<file path="config.mk">
export PLATFORM = sky130hd
export DESIGN_NAME = instr_loader
export DESIGN_NICKNAME = d
export VERILOG_FILES = /design/src/rtl/mips_lite_pkg.sv /design/src/rtl/instr_encode.sv /design/src/rtl/instr_loader.sv
export SDC_FILE = /design/constraint.sdc
export NUM_CORES = 1
export LEC_CHECK = 0
export CAP_MARGIN = 10
export CORE_MARGIN = 5
export CORE_UTILIZATION = 40
export DETAILED_ROUTE_END_ITERATION = 10
export PLACE_DENSITY = 0.77
export RECOVER_POWER = 100
export SLEW_MARGIN = 0
export SYNTH_ARGS = -nofsm -noshare
export SYNTH_HDL_FRONTEND = slang
export SYNTH_SLANG_ARGS = --single-unit
</file>
<file path="constraint.sdc">
create_clock -name clk -period 2.4 [get_ports clk]
set_clock_uncertainty 0.15 [all_clocks]
set_input_delay 0.72 -clock clk [delete_from_list [all_inputs] [get_ports clk]]
set_output_delay 0.72 -clock clk [all_outputs]
set_load 0.02 [all_outputs]
</file>
<file path="src/rtl/mips_lite_pkg.sv">
// Shared MIPS-lite definitions: op classes, 6-bit opcodes, loader FSM states
// and the signed-16 immediate range helper.
package mips_lite_pkg;

  typedef enum logic [2:0] {
    CLS_RTYPE = 3'd0,
    CLS_LW    = 3'd1,
    CLS_SW    = 3'd2,
    CLS_BEQ   = 3'd3,
    CLS_BGTZ  = 3'd4,
    CLS_NORI  = 3'd5,
    CLS_JAL   = 3'd6,
    CLS_JSP   = 3'd7
  } op_class_e;

  localparam logic [5:0] OP_RTYPE = 6'b000000;
  localparam logic [5:0] OP_LW    = 6'b100011;
  localparam logic [5:0] OP_SW    = 6'b101011;
  localparam logic [5:0] OP_BEQ   = 6'b000100;
  localparam logic [5:0] OP_BGTZ  = 6'b100110;
  localparam logic [5:0] OP_NORI  = 6'b001101;
  localparam logic [5:0] OP_JAL   = 6'b000011;
  localparam logic [5:0] OP_JSP   = 6'b010010;

  typedef enum logic [1:0] {
    ST_IDLE = 2'd0,
    ST_LOAD = 2'd1,
    ST_FULL = 2'd2
  } state_e;

  // A 26-bit immediate fits a signed 16-bit field when bits [25:15] are a pure sign extension.
  function automatic logic fits_simm16(input logic [25:0] imm);
    return (imm[25:15] == 11'h000) || (imm[25:15] == 11'h7FF);
  endfunction

endpackage

</file>
<file path="src/rtl/instr_encode.sv">
// Combinational MIPS-lite encoder: op class plus fields -> 32-bit word and a
// reject flag for immediates that do not fit the target format.
module instr_encode
  import mips_lite_pkg::*;
(
  input  logic [2:0]  op_i,
  input  logic [4:0]  rs_i,
  input  logic [4:0]  rt_i,
  input  logic [4:0]  rd_i,
  input  logic [5:0]  funct_i,
  input  logic [25:0] imm_i,
  output logic [31:0] word_o,
  output logic        reject_o
);

  always_comb begin
    word_o   = 32'h0;
    reject_o = 1'b0;
    case (op_class_e'(op_i))
      CLS_RTYPE: word_o = {OP_RTYPE, rs_i, rt_i, rd_i, 5'b0, funct_i};
      CLS_LW: begin
        word_o   = {OP_LW, rs_i, rt_i, imm_i[15:0]};
        reject_o = !fits_simm16(imm_i);
      end
      CLS_SW: begin
        word_o   = {OP_SW, rs_i, rt_i, imm_i[15:0]};
        reject_o = !fits_simm16(imm_i);
      end
      CLS_BEQ: begin
        word_o   = {OP_BEQ, rs_i, rt_i, imm_i[15:0]};
        reject_o = !fits_simm16(imm_i);
      end
      CLS_BGTZ: begin
        word_o   = {OP_BGTZ, rs_i, rt_i, imm_i[15:0]};
        reject_o = !fits_simm16(imm_i);
      end
      // NORI zero-extends, so only the unsigned 16-bit range is legal.
      CLS_NORI: begin
        word_o   = {OP_NORI, rs_i, rt_i, imm_i[15:0]};
        reject_o = (imm_i[25:16] != 10'h0);
      end
      CLS_JAL:  word_o = {OP_JAL, imm_i};
      CLS_JSP:  word_o = {OP_JSP, rs_i, 21'b0};
      default:  word_o = 32'h0;
    endcase
  end

endmodule

</file>
<file path="src/rtl/instr_loader.sv">
// Sequential instruction-memory loader: encodes handshaked instructions and writes
// them to consecutive word addresses. Optional LOADER_CHECKSUM_EN adds a running XOR.
module instr_loader
  import mips_lite_pkg::*;
#(
  parameter int ADDR_W = 8,
  parameter int DEPTH  = 256
)(
  input  logic              clk,
  input  logic              reset,
  input  logic              start,
  input  logic              clear,
  input  logic              in_valid,
  output logic              in_ready,
  input  logic [2:0]        in_op,
  input  logic [4:0]        in_rs,
  input  logic [4:0]        in_rt,
  input  logic [4:0]        in_rd,
  input  logic [5:0]        in_funct,
  input  logic [25:0]       in_imm,
  output logic              wr_en,
  output logic [ADDR_W-1:0] wr_addr,
  output logic [31:0]       wr_data,
  output logic [ADDR_W:0]   word_count,
  output logic              err,
  output logic [7:0]        err_count,
  output logic              full
`ifdef LOADER_CHECKSUM_EN
  ,
  output logic [31:0]       checksum
`endif
);

  localparam logic [ADDR_W:0] LAST_CNT = (ADDR_W + 1)'(DEPTH);
  localparam logic [ADDR_W:0] CNT_ONE  = (ADDR_W + 1)'(1);

  state_e            state_q;
  logic [ADDR_W:0]   cnt_q;
  logic [ADDR_W:0]   cnt_d;
  logic              wr_en_q;
  logic [ADDR_W-1:0] wr_addr_q;
  logic [31:0]       wr_data_q;
  logic              err_q;
  logic [7:0]        err_count_q;
  logic [31:0]       encWord;
  logic              encReject;
`ifdef LOADER_CHECKSUM_EN
  logic [31:0]       checksum_q;
`endif

  instr_encode u_encode (
    .op_i     (in_op),
    .rs_i     (in_rs),
    .rt_i     (in_rt),
    .rd_i     (in_rd),
    .funct_i  (in_funct),
    .imm_i    (in_imm),
    .word_o   (encWord),
    .reject_o (encReject)
  );

  assign cnt_d = cnt_q + CNT_ONE;

  // clear shares the reset path so it also cancels any accept in the same cycle.
  always_ff @(posedge clk) begin
    if (reset || clear) begin
      state_q     <= ST_IDLE;
      cnt_q       <= '0;
      wr_en_q     <= 1'b0;
      wr_addr_q   <= '0;
      wr_data_q   <= 32'h0;
      err_q       <= 1'b0;
      err_count_q <= 8'h0;
`ifdef LOADER_CHECKSUM_EN
      checksum_q  <= 32'h0;
`endif
    end else begin
      wr_en_q <= 1'b0;
      err_q   <= 1'b0;
`ifdef LOADER_CHECKSUM_EN
      if (wr_en_q) checksum_q <= checksum_q ^ wr_data_q;
`endif
      case (state_q)
        ST_IDLE: begin
          if (start) begin
            state_q <= ST_LOAD;
            cnt_q   <= '0;
`ifdef LOADER_CHECKSUM_EN
            checksum_q <= 32'h0;
`endif
          end
        end
        ST_LOAD: begin
          if (in_valid) begin
            if (encReject) begin
              err_q <= 1'b1;
              if (err_count_q != 8'hFF) err_count_q <= err_count_q + 8'h1;
            end else begin
              wr_en_q   <= 1'b1;
              wr_addr_q <= cnt_q[ADDR_W-1:0];
              wr_data_q <= encWord;
              cnt_q     <= cnt_d;
              if (cnt_d == LAST_CNT) state_q <= ST_FULL;
            end
          end
        end
        ST_FULL: state_q <= ST_FULL;
        default: state_q <= ST_IDLE;
      endcase
    end
  end

  assign in_ready   = (state_q == ST_LOAD);
  assign full       = (state_q == ST_FULL);
  assign wr_en      = wr_en_q;
  assign wr_addr    = wr_addr_q;
  assign wr_data    = wr_data_q;
  assign word_count = cnt_q;
  assign err        = err_q;
  assign err_count  = err_count_q;
`ifdef LOADER_CHECKSUM_EN
  assign checksum   = checksum_q;
`endif

endmodule

</file>
# Word level (Yosys, flattened, before mapping)
# Cells that the tools add are included.
[op_classes]
n_addsub = 2
n_eq_ne = 16
muxes = 13
bitwise = 3
n_reduce_logical = 14
[op_table]
columns = ["cell", "n"]
rows = [
  ["case mux 32 bit (8 select lines)", 1],
  ["two-way mux 9 bit", 3],
  ["case mux 9 bit (2 select lines)", 1],
  ["equality test 3 bit (second input constant)", 4],
  ["AND reduction 4 bit", 3],
  ["equality test 11 bit (second input constant)", 1],
  ["zero test 11 bit", 1],
  ["nonzero test 10 bit", 1],
  ["adder 9 x 1 -> 9 bit (second input constant)", 1],
  ["equality test 9 bit (second input constant)", 1],
  ["adder 8 x 1 -> 8 bit (second input constant)", 1],
  ["two-way mux 2 bit", 4],
  ["inequality test 8 bit (second input constant)", 1],
  ["equality test 3 x 2 -> 1 bit (second input constant)", 2],
  ["inequality test 2 bit (second input constant)", 3],
  ["case mux 2 bit (3 select lines)", 1],
  ["OR reduction 4 bit", 1],
  ["equality test 3 x 1 -> 1 bit (second input constant)", 1],
  ["zero test 3 bit", 1],
  ["NOT 1 bit", 3],
  ["AND reduction 3 bit", 1],
  ["OR reduction 3 bit", 1],
  ["equality test 2 x 1 -> 1 bit (second input constant)", 1],
  ["equality test 2 bit (second input constant)", 1],
  ["7 further kinds", 9],
]
[totals]
reg_bits = 61
input_bits = 55
out_inout_bits = 61

# Depth between registers and ports, before layout
[depth]
word_depth = 7
depth_mapped = 10

# Cells and area by module
# Synthesis repeated with hierarchy kept, for this count alone.
[hier_totals]
hier_cells = 420
hier_area_um2 = 3170.5
[by_module_without_submodules]
columns = ["mod", "n_inst", "cells_per_inst", "area_each_um2", "seq_area_each_um2"]
rows = [
  ["instr_loader", 1, 325, 2573.7, 1221.2],
  ["instr_encode", 1, 95, 596.8, 0.0],
]

# Worst setup path before layout
# No wires, ideal clock.
[synth_path]
kind = "input-to-reg"
start = "input in_op[0]"
end = "register wr_addr_q[0] (netlist: wr_addr[0])"
arrival_ns = 2.282
required_ns = 2.122
path_slack_ns = -0.159
stages = 10
cell_sequence = "inv_1 > ha_1 > clkbuf_1 > nor3_1 > o21ai_0 > a32o_2 > a21oi_4 > buf_4 > mux2i_1 > nor2_1"
[synth_between]
elab_chain_len = 5
[synth_lines]
columns = ["element", "line_no", "source"]
rows = [
  ["from (decl)", "instr_loader.sv:15", "input logic [2:0] in_op,"],
  ["equality test 3 x 1 -> 1 bit, or another cell as far along", "instr_encode.sv:19", "case (op_class_e'(op_i))"],
  ["OR reduction 4 bit (no line)", "n/a", ""],
  ["case mux 1 bit (2 select lines) *", "instr_encode.sv:19", ""],
  ["NOT 1 bit (no line) *", "n/a", ""],
  ["AND reduction 3 bit (no line) *", "n/a", ""],
  ["to (signal assigned)", "instr_loader.sv:100", "wr_addr_q <= cnt_q[ADDR_W-1:0];"],
  ["to (decl)", "instr_loader.sv:41", "logic [ADDR_W-1:0] wr_addr_q;"],
]
# Mark *: on every way between the ends. The rest lies on a longest branch, timed or not.
# A chain may end at the register's enable or synchronous reset.

# Worst setup path in the final report
[layout_path]
start = "input in_op[0]"
end = "register err_count_q[6] (netlist: err_count[6])"
[layout_between]
elab_chain_len = 4
[layout_lines]
columns = ["element", "line_no", "source"]
rows = [
  ["equality test 3 x 1 -> 1 bit, or another cell as far along", "instr_encode.sv:19", ""],
  ["OR reduction 4 bit (no line)", "n/a", ""],
  ["case mux 1 bit (2 select lines) *", "instr_encode.sv:19", ""],
  ["AND reduction 4 bit (no line) *", "n/a", ""],
  ["to (signal assigned)", "instr_loader.sv:97", "if (err_count_q != 8'hFF) err_count_q <= err_count_q + 8'h1;"],
  ["to (decl)", "instr_loader.sv:44", "logic [7:0] err_count_q;"],
]
# Marks and branches as above.

==> flow_summary.toml <==
[floorplanning]
rows = 31
die_w_microns = 97.3
dieArea_sq_mm = 0.00948
start_util_pct = 41.6
die_h_microns = 97.3
ios = 116
core_area_sq_mm = 0.00733

[layout]
layout_commonest_cell = "clkdlybuf4s50_1"
area_growth_pct = 65.8
design_area_sq_mm = 0.00506
mostFrequentLayoutCells = "clkdlybuf4s50_1 (95), dfxtp_1 (60), buf_4 (47)"
drive_gt1_share_pct = 22.9
n_antenna_cell = 0
nNetsFinal = 584

[power]
p_leak_uw = 0.00181
power_density_mw_per_mm2 = 445
peakVddDrop_uv = 375

[sta]
maxSlewViolCount = 0
hold_ws_ns = 0.325
tightest_slew_ns = 0.398
fin_crit_sh_pct = 98.9
fmax_ghz = 0.421
fin_tns_setup_ns = 0
min_period_ns = 2.37
rsz0062_at_grt = "yes"
setup_violations = 0
hold_viol = 0
max_slew_margin_pct = 73.1

[yosys]
syn_inst = 356
synth-seq-cells = 61
yosysSeqAreaShare_pct = 40.0
async_flop_share_pct = 0
syn_area_sq_mm = 0.00305
ys_warn_count = 0
synth.avg_cell_area_sq_um = 8.57
synth_edf_count = 0
synth_cell_types = 46
synthFlopType = "dfxtp_1"
synthesis.nets = 422

[cts]
cts_root_buf = "clkbuf_8"
cts_tree = "built"
htreeDepth = 3
cts_sinks = 61
cts_hold_buf = 0
cts.clk_slew.worst_paths_ns = 0.07
clockBufferDepth = 2
clk_latency_ns = 0.34
numCtsBuffers = 9

[placed_design]
gp_congestion = 0.866
place_area_sq_mm = 0.00470
place_hpwl_microns = 7070
portBuffers = 115

[worst_setup_path]
startpoint_type = "input port"
path_common_cell = "buf_6"
crit_path_end_kind = "flop"
crit_chain = "buf_8 -> inv_12 -> ha_4 -> nor3_4 -> o21ai_1 -> a32o_2 -> buf_6 -> nand4b_1 -> buf_6 -> or4_4 -> a21oi_2"
required_ns = 2.54
cp_max_fo = 6
slowest_stage = "or4_4"
cp.arrival_ns = 2.51
r2r_setup_slack_ns = 0.22
crit_path_max_incr_delay_ns = 0.47
critPathKind = "in -> reg"

[routing]
vias = 3359
wl_microns = 9890
dr.pass1.iters = 4
wl_per_cell_microns = 15.9
via_per_inst = 5.40
drt-initial-drc-count = 144
drc = 0
ant_nets = 0

[global_routing]
antenna_found_initial = 0
grt_pass1_wl_microns = 16200
grt_overflow_total = 0
grt_pass1_vias = 3322
grt_max_degree = 26
track_usage_pct = 20.5

[run_status]
status = "finished clean"

[worst_hold_path]
hold_class = "reg -> reg"

[run]
maxCapViolations = 0
==> registers in the layout (all words and copies together), names as in the netlist <==
signal,cells
wr_data,32
err,1
state_q,2
word_count,9
err_count,8
wr_en,1
wr_addr,8
==> per-stage QoR <==
stage	cells	setup WS, ns	total power [uW]	util (%)
2_1_floorplan	356	-0.0538	1210	-
3_3_place_gp	595	-0.662	1430	64.1
3_5_place_dp	595	-0.739	1430	64.1
4_1_cts	619	0.00563	2260	68.6
5_1_grt	622	-0.0306	2360	69.0
6_report	622	0.0260	2250	69.0
==> kinds of logic after synthesis <==
group	Yosys count	share of synthesized area, %
AND/OR/NAND/NOR	118	19.0
adder cells (fa/ha/maj)	11	4.51
flip-flops	61	40.0
AO/OA/AOI/OAI	112	25.6
buffers and inverters	37	5.41
multiplexers	13	4.26
XOR/XNOR	4	1.15
==> path summary, 6_finish.rpt <==
check	start	endpoint	depth (start not counted)
min reg2reg	wr_data[8]$_SDFFE_PP0P_	wr_data[8]$_SDFFE_PP0P_	2
max	in_op[0]	err_count[6]$_SDFFE_PP0P_	11
max reg2reg	word_count[1]$_SDFFE_PP0P_	state_q[0]$_SDFFE_PP0P_	7
min	wr_data[8]$_SDFFE_PP0P_	wr_data[8]$_SDFFE_PP0P_	2
==> final cells by class <==
class                      instances  area (sq um)
clock buffer                       9           124
clock inverter                     7          51.3
fill                             578          2270
inverter                           9          48.8
multi-input combinational        258          1780
sequential                        61          1220
tap                               99           124
timing repair buffer             179          1710
==> synthesized netlist by cell type (2+ instances only) <==
cell type,instances,share of area (%)
a311oi_1,3,0.86
nand3_1,18,3.0
and2_1,2,0.41
mux2i_1,13,4.3
dfxtp_1,61,40
a211o_1,2,0.57
nor3_1,7,1.1
a32oi_1,5,1.4
or4_1,2,0.49
clkbuf_1,15,1.8
xnor2_1,3,0.86
nor2_1,43,5.3
nand4b_1,2,0.57
or2_2,4,0.82
a211oi_1,24,5.9
a21oi_1,18,3.0
nor4_1,2,0.41
a22oi_1,16,3.9
and3_1,4,0.82
ha_1,11,4.5
nand2_1,13,1.6
nand4_1,5,1.0
o21ai_0,23,3.8
a22o_1,5,1.4
inv_1,9,1.1
o31ai_1,3,0.74
nor3b_1,2,0.49
buf_4,4,0.98
buf_2,8,1.3
nand2b_1,4,0.82
a31oi_1,4,0.82
or3_1,6,1.2
nor2b_1,2,0.41
==> metal layers <==
metal | track usage [%] | vias to the layer above | part of all wire, %
met2 | 33.9 | 136 | 47
met5 | 0 | - | 0
met4 | 4.79 | 0 | 1.0
met3 | 6.89 | 12 | 8.1
li1 | - | 1643 | -
met1 | 26.0 | 1568 | 44
==> worst max-delay path, delay by kind of cell <==
family                   cells  cell delay, ns
AO/OA/AOI/OAI                3            0.51
AND/OR/NAND/NOR              3            0.65
buffers and inverters        4            0.47
adder cells (fa/ha/maj)      1            0.14
==> what timing repair did <==
action,CTS,global route
gates resized for setup,57,36
pin swaps,13,14
setup endpoints to repair,66,58
gates cloned,3,0
setup buffers,6,3
==> power by group <==
part | switching (uW) | internal [uW]
logic | 194 | 222
clock network | 438 | 377
registers | 3.97 | 1020
No activity file was read; power rests on OpenSTA's default activity.
